`config.mk`:
```
export PLATFORM = sky130hd
export DESIGN_NAME = wifi_tx_frame_ctrl
export DESIGN_NICKNAME = d
export VERILOG_FILES = /design/src/rtl/wifi_tx_frame_ctrl.sv
export SDC_FILE = /design/constraint.sdc
export NUM_CORES = 1
export LEC_CHECK = 0
export ABC_CLOCK_PERIOD_IN_PS = 2300
export BUFFER_PORTS_ARGS = -buffer_cell sky130_fd_sc_hd__buf_4
export CAP_MARGIN = 30
export CORE_MARGIN = 3
export CORE_UTILIZATION = 35
export CTS_BUF_LIST = sky130_fd_sc_hd__clkbuf_4 sky130_fd_sc_hd__clkbuf_8
export CTS_CLUSTER_DIAMETER = 50
export DETAILED_ROUTE_END_ITERATION = 7
export PLACE_DENSITY = 0.55
export REMOVE_ABC_BUFFERS = 1
export SYNTH_ARGS = -nofsm -noshare
export SYNTH_HDL_FRONTEND = slang
export SYNTH_SLANG_ARGS = --single-unit
```
`constraint.sdc`:
```
create_clock -name clock -period 2.3 [get_ports clock]
set_input_delay 0.46 -clock clock [delete_from_list [all_inputs] [get_ports clock]]
set_output_delay 0.46 -clock clock [all_outputs]
set_load 0.05 [all_outputs]
```
`src/rtl/wifi_tx_frame_ctrl.sv`:
```
// Frame sequencer for the serial Wi-Fi TX datapath: emits preamble, LSB-first length
// header, LSB-first payload bytes and zero tail as one valid/ready bit stream.
module wifi_tx_frame_ctrl #(
    parameter int PREAMBLE_BITS = 16,
    parameter int TAIL_BITS     = 6,
    parameter int LEN_W         = 12
) (
    input  logic             clock,
    input  logic             reset,
    input  logic             start,
    input  logic [LEN_W-1:0] len,
    input  logic             abort,
    output logic             busy,
    output logic             done,
    input  logic [7:0]       s_data,
    input  logic             s_valid,
    output logic             s_ready,
    input  logic             tx_ready,
    output logic             tx_bit,
    output logic             tx_valid,
    output logic             tx_sof,
    output logic             tx_eof
);

    localparam int M1    = (PREAMBLE_BITS > LEN_W) ? PREAMBLE_BITS : LEN_W;
    localparam int M2    = (M1 > 8) ? M1 : 8;
    localparam int MAXB  = (M2 > TAIL_BITS) ? M2 : TAIL_BITS;
    localparam int CNT_W = $clog2(MAXB + 1);

    localparam logic [CNT_W-1:0] PRE_LAST  = CNT_W'(PREAMBLE_BITS - 1);
    localparam logic [CNT_W-1:0] HDR_LAST  = CNT_W'(LEN_W - 1);
    localparam logic [CNT_W-1:0] TAIL_LAST = CNT_W'(TAIL_BITS - 1);

    typedef enum logic [2:0] {
        S_IDLE,
        S_PREAMBLE,
        S_HEADER,
        S_PAYLOAD,
        S_TAIL
    } state_t;

    state_t           r_state;
    state_t           w_next;

    logic [LEN_W-1:0] r_len;
    logic [CNT_W-1:0] r_bit_cnt;
    logic [LEN_W-1:0] r_fetched;
    logic [LEN_W-1:0] r_sent;
    logic [7:0]       r_hold;
    logic             r_hold_full;
    logic [7:0]       r_sh;
    logic [3:0]       r_sh_cnt;
    logic             r_done;

    logic             w_xfer;
    logic             w_s_acc;
    logic             w_byte_last;
    logic             w_sh_free;
    logic             w_hdr_bit;
    logic             w_fetch_ok;
    logic             w_frame_end;
    logic             w_abort;

    assign w_xfer      = tx_valid && tx_ready;
    assign w_s_acc     = s_valid && s_ready;
    assign w_byte_last = (r_sh_cnt == 4'd1);
    assign w_hdr_bit   = |(r_len & (LEN_W'(1) << r_bit_cnt));
    assign w_fetch_ok  = !r_hold_full && (r_fetched < r_len);
    assign w_abort     = abort && (r_state != S_IDLE);
    assign w_frame_end = (r_state == S_TAIL) && w_xfer && (r_bit_cnt == TAIL_LAST);
    // Shifter is free this edge if empty, or if its last bit is leaving now.
    assign w_sh_free   = (r_sh_cnt == 4'd0) ||
                         (w_byte_last && w_xfer && (r_state == S_PAYLOAD));
    assign done        = r_done;

    always_ff @(posedge clock) begin
        if (reset) begin
            r_state <= S_IDLE;
        end else begin
            r_state <= w_next;
        end
    end

    always_comb begin
        w_next   = r_state;
        busy     = (r_state != S_IDLE);
        tx_valid = 1'b0;
        tx_bit   = 1'b0;
        tx_sof   = 1'b0;
        tx_eof   = 1'b0;
        s_ready  = 1'b0;
        case (r_state)
            S_IDLE: begin
                if (start) w_next = S_PREAMBLE;
            end
            S_PREAMBLE: begin
                tx_valid = 1'b1;
                tx_bit   = ~r_bit_cnt[0];
                tx_sof   = (r_bit_cnt == '0);
                if (w_xfer && (r_bit_cnt == PRE_LAST)) w_next = S_HEADER;
            end
            S_HEADER: begin
                tx_valid = 1'b1;
                tx_bit   = w_hdr_bit;
                s_ready  = w_fetch_ok;
                if (w_xfer && (r_bit_cnt == HDR_LAST))
                    w_next = (r_len == '0) ? S_TAIL : S_PAYLOAD;
            end
            S_PAYLOAD: begin
                tx_valid = (r_sh_cnt != 4'd0);
                tx_bit   = r_sh[0];
                s_ready  = w_fetch_ok;
                if (w_xfer && w_byte_last && (r_sent == r_len - LEN_W'(1)))
                    w_next = S_TAIL;
            end
            S_TAIL: begin
                tx_valid = 1'b1;
                tx_eof   = (r_bit_cnt == TAIL_LAST);
                if (w_xfer && (r_bit_cnt == TAIL_LAST)) w_next = S_IDLE;
            end
            default: w_next = S_IDLE;
        endcase
        if (w_abort) w_next = S_IDLE;
    end

    always_ff @(posedge clock) begin
        if (reset) begin
            r_len       <= '0;
            r_bit_cnt   <= '0;
            r_fetched   <= '0;
            r_sent      <= '0;
            r_hold      <= '0;
            r_hold_full <= 1'b0;
            r_sh        <= '0;
            r_sh_cnt    <= 4'd0;
            r_done      <= 1'b0;
        end else if (w_abort) begin
            r_bit_cnt   <= '0;
            r_fetched   <= '0;
            r_sent      <= '0;
            r_hold_full <= 1'b0;
            r_sh_cnt    <= 4'd0;
            r_done      <= 1'b0;
        end else begin
            r_done <= w_frame_end;
            if (r_state == S_IDLE) begin
                r_fetched   <= '0;
                r_sent      <= '0;
                r_hold_full <= 1'b0;
                r_sh_cnt    <= 4'd0;
                if (start) r_len <= len;
            end

            if (w_next != r_state)
                r_bit_cnt <= '0;
            else if (w_xfer && (r_state != S_PAYLOAD))
                r_bit_cnt <= r_bit_cnt + 1'b1;

            if (w_s_acc) r_fetched <= r_fetched + 1'b1;

            if ((r_state == S_PAYLOAD) && w_xfer) begin
                r_sh     <= r_sh >> 1;
                r_sh_cnt <= r_sh_cnt - 4'd1;
                if (w_byte_last) r_sent <= r_sent + 1'b1;
            end

            // A byte bypasses the holding register when the shifter is free for it.
            if (w_sh_free && r_hold_full) begin
                r_sh        <= r_hold;
                r_sh_cnt    <= 4'd8;
                r_hold_full <= 1'b0;
            end else if (w_sh_free && w_s_acc) begin
                r_sh     <= s_data;
                r_sh_cnt <= 4'd8;
            end else if (w_s_acc) begin
                r_hold      <= s_data;
                r_hold_full <= 1'b1;
            end
        end
    end

endmodule
```
==> metrics.cfg <==
[floorplan]
core_area_mm2=0.0116
start_util_pct=36.2
die_area_mm2=0.0133
die_w_um=115
io_pins=33
die_height_um=115
placementRows=39

[layout]
final-seq-area_mm2=0.00135
final_common_cell=buf_4
final_cell_mix=86 x buf_4, 61 x nor2_1, 56 x nand2_1
drive_above_1_share_pct=30.5
insertedDiodeCount=0
final_core_util_pct=49.2
multi_input_area_mm2=0.00297
syn_to_final_growth_pct=35.7
fill_cells=1092
nNetsFinal=675

[hold_path]
hold_path_startpoint=len[7]
hold_depth=3
hold_path_class=in -> reg
hold_end=r_len[7]

[routing]
vias_per_cell=5.48
dr_total_vias=4237
drt_iter0_markers=340
wirelength_um=12800
ant_nets=0
drc=0
wl_met1_um=5920
maxUsedRoutingLayer=met4
wl_per_cell_um=16.6
met3WireLength_um=566
met2_length_um=6010
dr.pass1.iters=5

[critical_path]
regToRegEndpoint=r_bit_cnt[3]
critical-path-top-delay-family=compound AO/OA/AOI/OAI gates
cp.arrival_ns=2.07
startpoint_type=flop
worst-path-buf-inv=2
cp.required_ns=1.84
regToRegStartpoint=r_len[1]
cp_max_fo=4
r2r_cells=9
cpPeakStageDelay_ns=0.38
critPathKind=reg -> out
crit_chain=inv_4 > ha_4 > a222oi_1 > mux2_4 > a21oi_2 > a221o_1 > buf_6
slowest_stage=dfxtp_4
crit_path_end_kind=output port
r2r_setup_slack_ns=-0.12

[placed_design]
dp_hpwl_um=9220
post-place-ws_ns=-0.204
portBuffers=32
gp_congestion=0.894

[global_routing]
first_global_vias=4049
grt_start_max_net_pins=28
grt_use_total_pct=19.8
grt.overflow.total=0
antenna_found_initial=0
grt_pass1_wl_um=20600

[cts]
root_buffer=clkbuf_8
clkTransAtPathRegs_ns=0.08
clk_latency_ns=0.37
cts_tree=built
cts_hold_buffers=0
cts_buffers=9
clk_path_buf_depth=2
clock_sinks=66
cts_max_level=3

[yosys]
yosysSeqAreaShare_pct=31.6
synthArstFlopShare_pct=0
synthCells=542
avgSynthCellArea_um2=7.73
ys_warn_count=0
synth_seq_cells=66
netlist_area_mm2=0.00419
synth-edff-count=0
synth_flop_cell=dfxtp_1
yosys.cell_types.count=61

[sta]
fmax_mhz=395
fin_setup_tns_ns=-1.16
rsz0062_at_grt=true
fin_ws_ns=-0.234
hold_viol_final=0
drv_slew=0
fin_skew_ns=0.0180
slew_headroom_pct=67.7
period_needed_ns=2.53
holdWs_ns=0.325
setup_viol=10
worst_pin_slew_ns=0.482
finalCritPeriodShare_pct=110

[run]
drv_cap=0

[pwr]
power_mw=2.82
p_sw_uw=785
vdd_ir_drop_max_v=0.000436
pwr-share-seq_pct=41.7
clkPwrFrac_pct=40.2
power.internal_mw=2.04
combinationalPowerShare_pct=18.1
p_leak_nw=2.32
powerDensity_mw_per_mm2=497
switching_share_pct=27.8

[status]
outcome=complete, but fails checks
violations=negative setup slack

metrics by stage:
| step | cells | instance area [um2] |
|---|---|---|
| global route | 773 | 5680 |
| floorplan | 515 | 4070 |
| finish | 773 | 5680 |
| detailed placement | 744 | 4920 |
| CTS | 766 | 5390 |
| global placement | 744 | 4920 |
layer usage:
metal / GRT usage (%) / up-vias
met5: 0 / -
met4: 7.98 / 0
met3: 5.16 / 24
met2: 31.1 / 97
met1: 26.0 / 2013
li1: - / 2103
flip-flops by register name (all words and copies together), names as in the netlist:
name and cells:
r_bit_cnt 5, done 1, r_hold_full 1, r_len 12, r_sent 12, r_state 3
r_sh_cnt 4, r_sh 8, r_fetched 12, r_hold 8
synthesized netlist by cell type (5+ instances only):
library cell	instances	area, um2
o21ai_0	22	110
xor2_1	10	87.6
nor3_1	7	35.0
clkbuf_1	18	67.6
nor2_1	62	233
buf_2	6	30.0
o311ai_0	7	61.3
dfxtp_1	66	1320
or3_1	5	31.3
ha_1	24	300
nand2_1	56	210
a21oi_1	53	265
a22o_1	7	61.3
nand3_1	30	150
inv_1	32	120
and3_1	17	106
mux2i_1	10	100
and2_1	7	43.8
nand3b_1	7	52.6
a21o_1	7	52.6
xnor2_1	10	87.6
nand4_1	6	37.5
a31oi_1	6	37.5
nor3b_1	9	67.6
final cells by class:
type                    count  share of cell area, %
repair buffers             99                   14.7
flip-flops and latches     66                   23.8
well taps                 143                   3.15
clock inverters             5                   1.36
multi-input cells         417                   52.2
inverters                  32                   2.25
clock buffers              11                   2.55
tightest hold or removal path: cells and delay by family:
kind | cells | cell delay, ns
simple gates | 1 | 0.05
buf+inv | 1 | 0.11
compound gates | 1 | 0.05
timing repair:
action / 4_1_cts / 5_1_grt
pin swaps: 21 / 28
setup endpoints to repair: 37 / 37
cloned: 0 / 1
buffers inserted: 6 / 7
resized for setup: 54 / 52
worst max path at each step:
| stage | start | to | slack [ns] | cells past startpoint |
|---|---|---|---|---|
| after detailed placement | r_len[1] | r_bit_cnt[3] | -0.20 | 9 |
| after floorplan | r_state[2] | r_sh_cnt[3] | -0.74 | 7 |
| after CTS | r_bit_cnt[1] | tx_bit | -0.23 | 7 |
| after global routing | r_bit_cnt[1] | tx_bit | -0.34 | 7 |
| final | r_bit_cnt[1] | tx_bit | -0.23 | 7 |
| after global placement | r_len[1] | r_bit_cnt[2] | -0.16 | 9 |
kinds of logic (layout without fill, tap and decap cells):
group | Yosys count | in the layout | synth area share [%]
compound gates | 134 | 134 | 20.9
xor+xnor | 20 | 20 | 4.18
fa+ha+maj | 25 | 25 | 7.41
buf+inv | 59 | 147 | 5.65
flops | 66 | 66 | 31.6
mux | 13 | 13 | 3.20
simple gates | 225 | 225 | 27.2
power groups by stage:
stage | sequential, mW | clock (mW) | combinational (mW)
detailed placement | 1.20 | 0 | 0.442
global route | 1.18 | 1.21 | 0.559
floorplan | 1.21 | 0 | 0.234
finish | 1.18 | 1.14 | 0.511
global placement | 1.20 | 0 | 0.437
CTS | 1.18 | 1.16 | 0.489
Note: power is estimated with default switching activity, not from simulation.
